==> config.mk <==
export PLATFORM = sky130hd
export DESIGN_NAME = stream_byte_decode
export DESIGN_NICKNAME = d
export VERILOG_FILES = /design/src/rtl/kyber_pkg.sv /design/src/rtl/mod_q_cond_sub.sv /design/src/rtl/stream_byte_decode.sv
export SDC_FILE = /design/constraint.sdc
export NUM_CORES = 1
export LEC_CHECK = 0
export BUFFER_PORTS_ARGS = -buffer_cell sky130_fd_sc_hd__buf_2
export CAP_MARGIN = 10
export CORE_MARGIN = 3
export CORE_UTILIZATION = 58
export DETAILED_ROUTE_END_ITERATION = 8
export HOLD_SLACK_MARGIN = 0.06
export PLACE_DENSITY = 0.82
export RECOVER_POWER = 50
export SLEW_MARGIN = 10
export SYNTH_ARGS = -nofsm -noshare
export SYNTH_HDL_FRONTEND = slang
export SYNTH_SLANG_ARGS = --single-unit
==> constraint.sdc <==
create_clock -name clk -period 7.45 [get_ports clk]
set_input_delay 0 -clock clk [delete_from_list [all_inputs] [get_ports clk]]
set_output_delay 0 -clock clk [all_outputs]
set_load 0.1 [all_outputs]
==> src/rtl/kyber_pkg.sv <==
// Shared Kyber constants and types for the byte-decode and compress datapath.
package kyber_pkg;

  localparam int Q          = 3329;
  localparam int NUM_COEFFS = 256;
  localparam int MAX_ELL    = 12;

  typedef enum logic [1:0] {IDLE, RUN, DONE} state_t;

  typedef logic [MAX_ELL-1:0] coeff_t;

  // Bytes needed to carry n coefficients of d bits each.
  function automatic int unsigned poly_bytes(input int unsigned d, input int unsigned n);
    return (n * d) / 8;
  endfunction

endpackage

==> src/rtl/mod_q_cond_sub.sv <==
// Conditional single subtract of Q; valid for inputs below 2Q. Shared with compress.
module mod_q_cond_sub #(
  parameter int W = kyber_pkg::MAX_ELL,
  parameter int Q = kyber_pkg::Q
) (
  input  logic [W-1:0] raw,
  output logic [W-1:0] res,
  output logic         ovf
);

  always_comb begin
    ovf = (raw >= W'(Q));
    res = ovf ? (raw - W'(Q)) : raw;
  end

endmodule

==> src/rtl/stream_byte_decode.sv <==
// Streaming ByteDecode_d: bytes in over valid/ready, one d-bit coefficient out per handshake.
module stream_byte_decode #(
  parameter int MAX_ELL    = kyber_pkg::MAX_ELL,
  parameter int NUM_COEFFS = kyber_pkg::NUM_COEFFS,
  parameter int Q          = kyber_pkg::Q
) (
  input  logic                          clk,
  input  logic                          rst,
  input  logic                          start_i,
  input  logic [3:0]                    d_i,
  input  logic [7:0]                    byte_i,
  input  logic                          byte_valid_i,
  output logic                          byte_ready_o,
  output logic [MAX_ELL-1:0]            coeff_o,
  output logic [$clog2(NUM_COEFFS)-1:0] coeff_idx_o,
  output logic                          coeff_valid_o,
  input  logic                          coeff_ready_i,
  output logic                          busy_o,
  output logic                          done_o,
  output logic                          range_err_o
);
  import kyber_pkg::state_t;
  import kyber_pkg::IDLE;
  import kyber_pkg::RUN;
  import kyber_pkg::DONE;

  localparam int ACC_W = MAX_ELL + 8;
  localparam int CNT_W = $clog2(ACC_W + 1);
  localparam int BL_W  = $clog2(NUM_COEFFS * MAX_ELL / 8 + 1);
  localparam int IDX_W = $clog2(NUM_COEFFS);

  state_t           state;
  logic [3:0]       d;
  logic [ACC_W-1:0] acc;
  logic [CNT_W-1:0] cnt;
  logic [BL_W-1:0]  bytes_left;
  logic [IDX_W-1:0] idx;

  logic [MAX_ELL-1:0] mask, raw, red;
  logic               ovf, push, pop, start_ok, full_w;
  logic [CNT_W-1:0]   cnt_pop;
  logic [ACC_W-1:0]   acc_sh, byte_ext;

  mod_q_cond_sub #(.W(MAX_ELL), .Q(Q)) u_modq (
    .raw (raw),
    .res (red),
    .ovf (ovf)
  );

  // The incoming byte lands just above whatever survives this cycle's pop.
  always_comb begin
    full_w        = (d == 4'(MAX_ELL));
    mask          = ~({MAX_ELL{1'b1}} << d);
    raw           = acc[MAX_ELL-1:0] & mask;
    byte_ready_o  = (state == RUN) && (bytes_left != '0) && (cnt <= CNT_W'(ACC_W - 8));
    coeff_valid_o = (state == RUN) && (cnt >= CNT_W'(d));
    coeff_o       = full_w ? red : raw;
    push          = byte_valid_i && byte_ready_o;
    pop           = coeff_valid_o && coeff_ready_i;
    cnt_pop       = pop ? (cnt - CNT_W'(d)) : cnt;
    acc_sh        = pop ? (acc >> d) : acc;
    byte_ext      = ACC_W'(byte_i) << cnt_pop;
    start_ok      = start_i && (d_i != 4'd0) && (d_i <= 4'(MAX_ELL));
  end

  assign busy_o      = (state != IDLE);
  assign coeff_idx_o = idx;

  always_ff @(posedge clk) begin
    if (rst) begin
      state       <= IDLE;
      d           <= '0;
      acc         <= '0;
      cnt         <= '0;
      bytes_left  <= '0;
      idx         <= '0;
      done_o      <= 1'b0;
      range_err_o <= 1'b0;
    end else begin
      done_o <= 1'b0;
      unique case (state)
        IDLE: if (start_ok) begin
          state       <= RUN;
          d           <= d_i;
          acc         <= '0;
          cnt         <= '0;
          idx         <= '0;
          range_err_o <= 1'b0;
          bytes_left  <= BL_W'(kyber_pkg::poly_bytes(32'(d_i), NUM_COEFFS));
        end
        RUN: begin
          acc <= acc_sh | (push ? byte_ext : '0);
          cnt <= cnt_pop + (push ? CNT_W'(8) : '0);
          if (push) bytes_left <= bytes_left - BL_W'(1);
          if (pop) begin
            idx <= idx + IDX_W'(1);
            if (full_w && ovf) range_err_o <= 1'b1;
            if (idx == IDX_W'(NUM_COEFFS - 1)) begin
              state  <= DONE;
              done_o <= 1'b1;
            end
          end
        end
        DONE:    state <= IDLE;
        default: state <= IDLE;
      endcase
    end
  end

endmodule

# [Word-level counts from Yosys, hierarchy flattened]
# Index checks and enable logic that the tools add are counted.
[word_totals] register_bits=50 output_inout_bits=25 wordCells=78
[op_classes] shifts=3 n_addsub=5 n_mux=25 eq_ne=8 n_reduce_logical=20 bitwise=5 order_cmp=4
[ops] op="$mux 20" n=3
[ops] op="$pmux 20 s2" n=1
[ops] op="$mux 12" n=2
[ops] op="$or 20x20->20" n=1
[ops] op="$shl 8x5->20" n=1
[ops] op="$shr 20x4->20" n=1
[ops] op="$mux 9" n=2
[ops] op="$pmux 9 s2" n=1
[ops] op="$mux 8" n=2
[ops] op="$pmux 8 s2" n=1
[ops] op="$and 12x12->12" n=1
[ops] op="$ge 12x12->1 const B" n=1
[ops] op="$not 12->12" n=1
[ops] op="$shl 12x4->12 const A" n=1
[ops] op="$sub 12x12->12 const B" n=1
[ops] op="$mux 5" n=2
[ops] op="$pmux 5 s2" n=1
[ops] op="$reduce_and 3->1" n=3
[ops] op="$reduce_bool 9->1" n=1
[ops] op="$sub 9x1->9 const B" n=1
[ops] op="$add 8x1->8 const B" n=1
[ops] op="$eq 8x8->1 const B" n=1
[ops] op="$logic_and 1x1->1" n=8
[ops] op="$mux 2" n=3
[ops] op="20 further kinds" n=29

# [Logic depth before layout (Yosys ltp)]
# Gate-level depths: netlist (run 1).
[logic_depth] word_depth=8 mapped_depth=14 mapped_depth_nobuf=11

# [Modules after synthesis]
# From an unflattened synthesis (run 1), not the netlist that was laid out.
[hier_totals] cells_unflattened=615 hier_area_um2=4621.9
[by_module_without_submodules] mod="stream_byte_decode" seq_area_each_um2=1001.0 cells_per_inst=569 instances=1 area_per_inst_um2=4277.9
[by_module_without_submodules] mod="mod_q_cond_sub" seq_area_each_um2=0.0 cells_per_inst=46 instances=1 area_per_inst_um2=344.1

# [Worst setup path before layout (run 1)]
# OpenSTA, ideal clock, no wires.
[synth_timing] kind="register -> output" startpoint="register d[0]" endpoint="output coeff_o[5]" arrival_ns=4.340 required_ns=7.450 path_buffers=3 path_slack_ns=3.110 path_stages_with_launch=13 path_cell_list="dfxtp_1 -> buf_2 -> clkbuf_1 -> buf_1 -> nor2_1 -> nand2_1 -> nand2_1 -> ha_1 -> inv_1 -> o41a_1 -> o21ai_2 -> nand3b_1 -> o21ai_0"
[synth_via] elab_chain_len=6 word_cells_on_any_way=8 cone_classes="1 x add/sub; 1 x order compare; 1 x eq/ne; 1 x shift; 2 x mux; 2 x bitwise"
[synth_lines] item="from (decl)" line_no="stream_byte_decode.sv:33" source="logic [3:0] d;"
[synth_lines] item="from (signal assigned)" line_no="stream_byte_decode.sv:84" source="d <= d_i;"
[synth_lines] item="$shl 12x4->12" line_no="stream_byte_decode.sv:53" source="mask = ~({MAX_ELL{1'b1}} << d);"
[synth_lines] item="$not 12->12" line_no="stream_byte_decode.sv:53"
[synth_lines] item="$and 12x12->12" line_no="stream_byte_decode.sv:54" source="raw = acc[MAX_ELL-1:0] & mask;"
[synth_lines] item="$sub 12x12->12 or $ge 12x12->1 (tied branches)" line_no="mod_q_cond_sub.sv:13, mod_q_cond_sub.sv:12"
[synth_lines] item="$mux 12" line_no="mod_q_cond_sub.sv:13" source="res = ovf ? (raw - W'(Q)) : raw;"
[synth_lines] item="$mux 12 *" line_no="stream_byte_decode.sv:57" source="coeff_o = full_w ? red : raw;"
[synth_lines] item="to (decl)" line_no="stream_byte_decode.sv:14" source="output logic [MAX_ELL-1:0] coeff_o,"
# Mark *: on every way between the ends. The rest lies on a longest branch, timed or not.

# [Worst setup path in the final report (run 1)]
[layout_timing] startpoint="register d[2]" endpoint="register acc[7]"
[layout_via] elab_chain_len=8 word_cells_on_any_way=11 cone_classes="1 x add/sub; 1 x order compare; 2 x shift; 4 x mux; 1 x bitwise; 2 x reduce/logical"
[layout_lines] item="$ge 5x4->1" line_no="stream_byte_decode.sv:56" source="coeff_valid_o = (state == RUN) && (cnt >= CNT_W'(d));"
[layout_lines] item="$logic_and 1x1->1" line_no="stream_byte_decode.sv:56"
[layout_lines] item="$logic_and 1x1->1" line_no="stream_byte_decode.sv:59" source="pop = coeff_valid_o && coeff_ready_i;"
[layout_lines] item="$mux 5" line_no="stream_byte_decode.sv:60" source="cnt_pop = pop ? (cnt - CNT_W'(d)) : cnt;"
[layout_lines] item="$shl 8x5->20" line_no="stream_byte_decode.sv:62" source="byte_ext = ACC_W'(byte_i) << cnt_pop;"
[layout_lines] item="$mux 20" line_no="stream_byte_decode.sv:92" source="acc <= acc_sh | (push ? byte_ext : '0);"
[layout_lines] item="$or 20x20->20 *" line_no="stream_byte_decode.sv:92"
[layout_lines] item="$pmux 20 s2 *" line_no="stream_byte_decode.sv:81" source="unique case (state)"
[layout_lines] item="to (signal assigned)" line_no="stream_byte_decode.sv:92"
[layout_lines] item="to (decl)" line_no="stream_byte_decode.sv:34" source="logic [ACC_W-1:0] acc;"
# Marks and branches as above.
# A chain may end at the register's enable or synchronous reset.

==> insert_results.sql, run 1 <==
INSERT INTO impl_metrics (metric_group, metric, value, unit) VALUES
('flow_run', 'cap_viol_max_count', '1', ''),
('floorplanning', 'fp.dieH', '90.6', 'µm'),
('setup_path', 'critPathMaxFanout', '24', ''),
('routing', 'drt_iter0_drc', '473', ''),
('global_routing', 'largest_net_degree_at_the_start_of_global_routing', '43', ''),
('setup_path', 'rr_worst_depth', '9', ''),
('clocking', 'tritoncts', 'yes', ''),
('run_status', 'violated_checks', 'capacitance limit, slew limit', ''),
('setup_path', 'critical_path.slowest_cell', 'sky130_fd_sc_hd__a21oi_1', ''),
('clocking', 'path_clk_slew', '0.10', 'ns'),
('setup_path', 'cp.arrival', '5.48', 'ns'),
('worst_hold_path', 'min_path_type', 'in -> reg', ''),
('sta', 'timing.final.crit_share', '70.5', '%'),
('logic_synthesis', 'library_cell_with_the_highest_instance_count_after_synthesis', 'sky130_fd_sc_hd__nor2_1', ''),
('routing', 'route.detailed.vias_per_inst', '6.60', ''),
('clocking', 'cts.root.buffer_cell', 'sky130_fd_sc_hd__clkbuf_8', ''),
('routing', 'number_of_optimization_iterations_in_the_first_detailed_route_pass', '5', ''),
('logic_synthesis', 'postSynth.asyncResetShare', '0', '%'),
('setup_path', 'timing.critical_path.to_type', 'flip-flop', ''),
('sta', 'timing_hold_violations_final', '0', ''),
('setup_path', 'crit_family', 'multiplexers', ''),
('sta', 'final_period_minus_worst_setup_slack', '5.25', 'ns'),
('setup_path', 'cp_cell_sequence', 'inv_1 > ha_1 > nand4_1 > and2_0 > a21oi_1 > mux2_1 > mux2i_1 > mux2i_1 > a21boi_0', ''),
('finish', 'num-nets-final', '613', ''),
('finish', 'final_area', '4480', 'µm²'),
('global_routing', 'wire_length_of_the_first_global_routing_pass', '19600', 'µm'),
('floorplanning', 'die_width', '90.6', 'µm'),
('logic_synthesis', 'dominantRegCellSynth', 'sky130_fd_sc_hd__dfxtp_1', ''),
('setup_path', 'timing.critical_path.slowest_cell_delay', '1.17', 'ns'),
('logic_synthesis', 'synthTopCellsByArea', 'sky130_fd_sc_hd__dfxtp_1, sky130_fd_sc_hd__a21oi_1, sky130_fd_sc_hd__mux2i_1', ''),
('sta', 'final_max_slew_viol_count', '27', ''),
('sta', 'relSlewSlack', '-7.90', '%'),
('logic_synthesis', 'synth_area', '4150', 'µm²'),
('sta', 'max_clock_freq', '190', 'MHz'),
('sta', 'timing.setup.tns', '0', 'ns'),
('finish', 'flow.area_growth_from_synthesis', '7.96', '%'),
('sta', 'setup_viol_count_final', '0', ''),
('floorplanning', 'rows', '30', ''),
('finish', 'drive_above_1_share', '9.71', '%'),
('logic_synthesis', 'synthesis.instances', '565', ''),
('finish', 'num_antenna_cells', '0', ''),
('placed_design', 'port-buffer-count', '41', ''),
('setup_path', 'cp-startpoint', 'd[2]', ''),
('logic_synthesis', 'synth_top_area_cell', 'sky130_fd_sc_hd__dfxtp_1', ''),
('clocking', 'cts_sinks', '50', ''),
('setup_path', 'beginning_of_the_worst_register_to_register_path', 'd[2]', ''),
('logic_synthesis', 'netlist-cell-type-count', '76', ''),
('routing', 'wl', '12100', 'µm'),
('logic_synthesis', 'synth_top_area_share', '24.1', '%'),
('floorplanning', 'dieArea', '8200', 'µm²'),
('routing', 'vias', '4511', ''),
('sta', 'setup_repair_after_global_routing_missed_its_margin', 'false', ''),
('logic_synthesis', 'seq_area_frac_synth', '24.1', '%'),
('clocking', 'worst_skew_pair.late_latency', '0.30', 'ns'),
('routing', 'route.detailed.wl_per_inst', '17.6', 'µm'),
('worst_hold_path', 'min_path_cells', '3', ''),
('global_routing', 'number_of_antenna_violations_at_the_first_check_in_global_routing', '0', ''),
('sta', 'tightestPinTransition', '1.62', 'ns'),
('setup_path', 'worstPathRequired', '7.68', 'ns'),
('setup_path', 'critical_path.startpoint_type', 'flip-flop', ''),
('routing', 'remaining_drc_errors', '0', ''),
('logic_synthesis', 'synth.net_count', '592', ''),
('worst_hold_path', 'hold_start', 'byte_i[7]', ''),
('clocking', 'cts_setup_buffers', '0', ''),
('floorplanning', 'floorplan.core_area', '6870', 'µm²'),
('global_routing', 'vias_in_the_first_global_route', '4048', ''),
('floorplanning', 'initial_core_util', '60.4', '%'),
('logic_synthesis', 'yosys-top-cells-count', 'sky130_fd_sc_hd__nor2_1, sky130_fd_sc_hd__a21oi_1, sky130_fd_sc_hd__nand2_1', ''),
('logic_synthesis', 'syn-mean-instance-area', '7.34', 'µm²'),
('placed_design', 'placement.cell_area', '4360', 'µm²'),
('run_status', 'run_status', 'finished, violations left', '');
## where the power goes
group	leakage [nW]	total [W]	internal, W	switching (W)
clock	0.0618	0.000206	0.000111	0.0000953
sequential	0.406	0.000300	0.000281	0.0000193
combinational	1.23	0.000250	0.0000817	0.000168
total	1.70	0.000756	0.000473	0.000283
## placed cells by master (no fill, tap or decap), types with 3 or more instances in the layout
master                           n
sky130_fd_sc_hd__buf_2          25
sky130_fd_sc_hd__o211ai_1        5
sky130_fd_sc_hd__nor2b_1         3
sky130_fd_sc_hd__inv_1          14
sky130_fd_sc_hd__nand2_1        59
sky130_fd_sc_hd__a21oi_1        68
sky130_fd_sc_hd__o21ai_0        26
sky130_fd_sc_hd__clkbuf_8        6
sky130_fd_sc_hd__o22ai_1         7
sky130_fd_sc_hd__o31ai_1         4
sky130_fd_sc_hd__and2_1          4
sky130_fd_sc_hd__and3_1          7
sky130_fd_sc_hd__nand4_1         8
sky130_fd_sc_hd__buf_4           4
sky130_fd_sc_hd__or3_1           3
sky130_fd_sc_hd__nor3_1         19
sky130_fd_sc_hd__nand2b_1        4
sky130_fd_sc_hd__nand3_1        25
sky130_fd_sc_hd__mux2i_1        31
sky130_fd_sc_hd__dlygate4sd3_1   4
sky130_fd_sc_hd__ha_1            9
sky130_fd_sc_hd__a311oi_1        3
sky130_fd_sc_hd__a31oi_1        13
sky130_fd_sc_hd__a22oi_1         3
sky130_fd_sc_hd__xor2_1          8
sky130_fd_sc_hd__dfxtp_1        50
sky130_fd_sc_hd__a21o_1          6
sky130_fd_sc_hd__mux2_2          4
sky130_fd_sc_hd__mux4_2          5
sky130_fd_sc_hd__nor2_1         69
sky130_fd_sc_hd__clkbuf_1       17
sky130_fd_sc_hd__a211oi_1       11
sky130_fd_sc_hd__xnor2_1         9
## final timing paths
kind	to	slack, ns
setup reg to reg	acc[7]	2.20
hold reg to reg	state[0]	0.48
setup / recovery	acc[7]	2.20
hold / removal	acc[14]	0.12
## state kept, by name, summed over array words and instances, names as in the netlist
| name | flops |
|---|---|
| acc | 20 |
| bytes_left | 9 |
| cnt | 5 |
| coeff_idx_o | 8 |
| d | 4 |
| done_o | 1 |
| range_err_o | 1 |
| state | 2 |
## cell families (layout without fill, tap and decap cells)
kind of cell | after synthesis | count (layout) | share of synthesized area (%)
DFF | 50 | 50 | 24.1
xor gates and xnor gates | 17 | 17 | 3.59
buffers and inverters | 51 | 73 | 5.04
AOI/OAI and AO/OA | 180 | 180 | 28.3
muxes | 42 | 42 | 12.0
adders and majority gates | 10 | 10 | 3.20
and+or+nand+nor | 215 | 215 | 23.8
## routing by layer
metal / GRT usage (%) / part of all wire, % / up-vias
met1: 38.6 / 43 / 2119
met5: 0 / 0 / -
met4: 11.4 / 3.1 / 0
met3: 4.33 / 7.6 / 39
li1: - / - / 2130
met2: 46.2 / 47 / 223
## cell type report
cell class                      count  area, µm²
Clock buffer                        6       82.6
Clock inverter                      2       38.8
Fill cell                         639       2390
Inverter                           15       56.3
Multi-Input combinational cell    464       2920
Sequential cell                    50       1000
Tap cell                           96        120
Timing Repair Buffer               50        259
## worst reg2reg max path, stage by stage, from the launching register on
cell and delay (ns):
sky130_fd_sc_hd__dfxtp_1 0.84, sky130_fd_sc_hd__inv_1 0.57, sky130_fd_sc_hd__ha_1 0.58, sky130_fd_sc_hd__nand4_1 0.16, sky130_fd_sc_hd__and2_0 0.28, sky130_fd_sc_hd__a21oi_1 1.17, sky130_fd_sc_hd__mux2_1 0.67, sky130_fd_sc_hd__mux2i_1 0.52
sky130_fd_sc_hd__mux2i_1 0.19, sky130_fd_sc_hd__a21boi_0 0.19
## what timing repair did
item | CTS | global route
gates resized for setup | 0 | 0
hold buffers | 4 | 0
endpoints found under the hold margin | 5 | 0
## per-stage QoR
| stage | hold slack [ns] | power [W] | setup WS, ns | cells |
|---|---|---|---|---|
| after detailed placement | 0.298 | 0.000550 | 3.13 | 671 |
| after CTS | 0.114 | 0.000755 | 3.08 | 683 |
| after global placement | 0.289 | 0.000546 | 3.33 | 671 |
| after floorplan | 0.136 | 0.000497 | 3.11 | 565 |
| after global routing | 0.132 | 0.000792 | 1.87 | 683 |
| final | 0.120 | 0.000756 | 2.20 | 683 |
Note: power is estimated with default switching activity, not from simulation.
==> run 2: changes to the inputs <==
--- a/config.mk
+++ b/config.mk
@@ -8,10 +8,10 @@
 export BUFFER_PORTS_ARGS = -buffer_cell sky130_fd_sc_hd__buf_2
 export CAP_MARGIN = 10
 export CORE_MARGIN = 3
-export CORE_UTILIZATION = 58
+export CORE_UTILIZATION = 54
 export DETAILED_ROUTE_END_ITERATION = 8
 export HOLD_SLACK_MARGIN = 0.06
-export PLACE_DENSITY = 0.82
+export PLACE_DENSITY = 0.8
 export RECOVER_POWER = 50
 export SLEW_MARGIN = 10
 export SYNTH_ARGS = -nofsm -noshare
==> constraint.sdc (replaced) <==
create_clock -name clk -period 4.55 [get_ports clk]
set_input_delay 0 -clock clk [delete_from_list [all_inputs] [get_ports clk]]
set_output_delay 0 -clock clk [all_outputs]
set_load 0.1 [all_outputs]
==> run 2 against run 1 <==
Effect of this change: the flow still finishes with violations (capacitance limit, slew limit); count of clock-buffer cells in the layout is 1 lower; sequential cell count stayed put; global-route usage hardly changed; clock skew is 0.0022 ns higher; clock power is 40% higher; sequential power is 65% higher; wire length is 2.2% higher; critical path type is now reg -> out; largest power group unchanged.
==> insert_results.sql, run 2 (same netlist as run 1, synthesis figures left out) <==
INSERT INTO impl_metrics (metric_group, metric, value, unit) VALUES
('run_status', 'run_status', 'finished, violations left', ''),
('run_status', 'violated_checks', 'capacitance limit, slew limit', ''),
('setup_path', 'worstPathRequired', '4.55', 'ns'),
('global_routing', 'vias_in_the_first_global_route', '4270', ''),
('sta', 'relSlewSlack', '-8.98', '%'),
('floorplanning', 'dieArea', '8770', 'µm²'),
('setup_path', 'timing.critical_path.to_type', 'output port', ''),
('global_routing', 'globalRouteTotalUtil', '28.8', '%'),
('power_and_ir_drop', 'p_total', '0.00119', 'W'),
('worst_hold_path', 'hold_start', 'byte_i[7]', ''),
('floorplanning', 'initial_core_util', '56.3', '%'),
('sta', 'timing.setup.tns', '0', 'ns'),
('setup_path', 'critical_path.slowest_cell', 'sky130_fd_sc_hd__dfxtp_1', ''),
('finish', 'flow.area_growth_from_synthesis', '7.99', '%'),
('finish', 'num-nets-final', '616', ''),
('routing', 'remaining_drc_errors', '0', ''),
('finish', 'top_register', 'acc', ''),
('floorplanning', 'fp.dieH', '93.7', 'µm'),
('global_routing', 'number_of_antenna_violations_at_the_first_check_in_global_routing', '0', ''),
('sta', 'setup_viol_count_final', '0', ''),
('floorplanning', 'rows', '31', ''),
('clocking', 'cts_setup_buffers', '0', ''),
('flow_run', 'cap_viol_max_count', '1', ''),
('setup_path', 'setup.worst_path.class', 'reg -> out', ''),
('sta', 'final_max_slew_viol_count', '27', ''),
('sta', 'tightestPinTransition', '1.63', 'ns'),
('worst_hold_path', 'min_path_cells', '3', ''),
('setup_path', 'cp.arrival', '3.95', 'ns'),
('routing', 'route.detailed.vias_per_inst', '6.54', ''),
('finish', 'finish.cell_count_without_fillers', '689', ''),
('routing', 'vias', '4504', ''),
('placed_design', 'hpwlAfterDp', '9050', 'µm'),
('power_and_ir_drop', 'max-vdd-ir-drop', '0.175', 'mV'),
('setup_path', 'rr_worst_depth', '10', ''),
('clocking', 'tritoncts', 'yes', ''),
('floorplanning', 'die_width', '93.7', 'µm'),
('floorplanning', 'floorplan.core_area', '7370', 'µm²'),
('finish', 'commonest_cells_after_routing_fill_and_taps_aside', 'sky130_fd_sc_hd__nor2_1, sky130_fd_sc_hd__a21oi_1, sky130_fd_sc_hd__nand2_1, sky130_fd_sc_hd__dfxtp_1, sky130_fd_sc_hd__mux2i_1', ''),
('finish', 'utilization', '60.8', '%'),
('placed_design', 'place_congestion', '0.983', ''),
('finish', 'drive_above_1_share', '10.2', '%'),
('worst_hold_path', 'min_path_type', 'in -> reg', ''),
('sta', 'max_clock_freq', '253', 'MHz'),
('placed_design', 'dpl.cell_count', '677', ''),
('setup_path', 'critical_register_to_register_path_endpoint', 'acc[7]', ''),
('placed_design', 'port-buffer-count', '41', ''),
('power_and_ir_drop', 'leakage', '1.71', 'nW'),
('sta', 'worst_clock_skew', '0.00990', 'ns'),
('power_and_ir_drop', 'p_per_area', '265', 'nW/µm²'),
('sta', 'timing.final.crit_share', '86.8', '%'),
('setup_path', 'beginning_of_the_worst_register_to_register_path', 'd[2]', ''),
('finish', 'layout.cells.most_common', 'sky130_fd_sc_hd__nor2_1', ''),
('clocking', 'cts_max_path_buffers', '2', ''),
('global_routing', 'grt.overflow.total', '0', ''),
('sta', 'setup_repair_after_global_routing_missed_its_margin', 'false', ''),
('setup_path', 'critPathMaxFanout', '24', ''),
('routing', 'route.detailed.wl_per_inst', '17.9', 'µm'),
('finish', 'largest_register_ff_count', '20', ''),
('routing', 'number_of_optimization_iterations_in_the_first_detailed_route_pass', '7', ''),
('clocking', 'worst_skew_pair.late_latency', '0.32', 'ns'),
('sta', 'timing_hold_violations_final', '0', ''),
('setup_path', 'crit_family', 'compound AO/OA/AOI/OAI gates', ''),
('routing', 'drt_iter0_drc', '399', ''),
('setup_path', 'cp_cell_sequence', 'inv_1 > buf_4 > nand2_1 > o21ai_0 > ha_1 > inv_1 > o41a_1 > o21ai_2 > nand3b_1 > o211ai_1 > o21ai_0 > buf_2', ''),
('clocking', 'cts.root.buffer_cell', 'sky130_fd_sc_hd__clkbuf_8', ''),
('floorplanning', 'ioPinCount', '42', ''),
('worst_hold_path', 'timing.hold.worst_endpoint', 'acc[14]', ''),
('global_routing', 'largest_net_degree_at_the_start_of_global_routing', '43', ''),
('routing', 'wl', '12300', 'µm'),
('setup_path', 'timing.critical_path.slowest_cell_delay', '0.59', 'ns'),
('finish', 'num_antenna_cells', '0', ''),
('sta', 'final_period_minus_worst_setup_slack', '3.95', 'ns'),
('clocking', 'numCtsBuffers', '5', ''),
('clocking', 'cts_sinks', '50', ''),
('routing', 'antenna_left', '0', ''),
('setup_path', 'ff2ff_setup_slack', '0.68', 'ns'),
('global_routing', 'wire_length_of_the_first_global_routing_pass', '20700', 'µm'),
('clocking', 'path_clk_slew', '0.11', 'ns'),
('setup_path', 'worst-path-buf-inv', '4', ''),
('setup_path', 'critical_path.startpoint_type', 'flip-flop', ''),
('clocking', 'htreeDepth', '2', '');
## run 2: layer usage
layer | routed length [µm] | GRT usage [%] | vias up
li1 | - | - | 2131
met1 | 5150 | 39.5 | 2109
met4 | 306 | 9.39 | 0
met5 | 0 | 0 | -
met3 | 983 | 3.45 | 39
met2 | 5880 | 47.0 | 225
## run 2: worst min-delay path: stages
cell	delay (ns)
sky130_fd_sc_hd__buf_2	0.13
sky130_fd_sc_hd__a41oi_1	0.15
sky130_fd_sc_hd__a211oi_1	0.09
## run 2: power breakdown
group          internal, W  switching (W)
Clock             0.000114       0.000173
Sequential        0.000460      0.0000357
Combinational     0.000135       0.000268
## run 2: what timing repair did
action,CTS,global route
resized for setup,0,0
hold endpoints to repair,5,0
hold buffers,4,0
## run 2: worst max path at each step
| stage | from | end | slack, ns | cells past startpoint |
|---|---|---|---|---|
| after floorplan | d[0] | coeff_o[5] | 0.21 | 12 |
| after global placement | d[2] | acc[4] | 1.02 | 11 |
| after detailed placement | d[2] | acc[14] | 0.94 | 11 |
| after CTS | d[2] | coeff_o[3] | 0.69 | 12 |
| after global routing | d[2] | coeff_o[7] | 0.32 | 12 |
| final | d[2] | coeff_o[5] | 0.60 | 12 |
## run 2: stage by stage
step                      worst slack, ns  instance area, µm²  hold slack, ns
after floorplan                     0.210                4150           0.136
after global placement               1.02                4390           0.288
after detailed placement            0.935                4390           0.291
after CTS                           0.691                4530          0.0907
after global routing                0.320                4480           0.120
final                               0.599                4480          0.0829
## run 2: final cells by class
cell class | instances | area (µm²)
tap | 99 | 124
sequential | 50 | 1000
timing repair buffer | 53 | 283
clock buffer | 5 | 68.8
multi-input combinational | 464 | 2920
clock inverter | 3 | 28.8
inverter | 15 | 56.3
fill | 702 | 2890
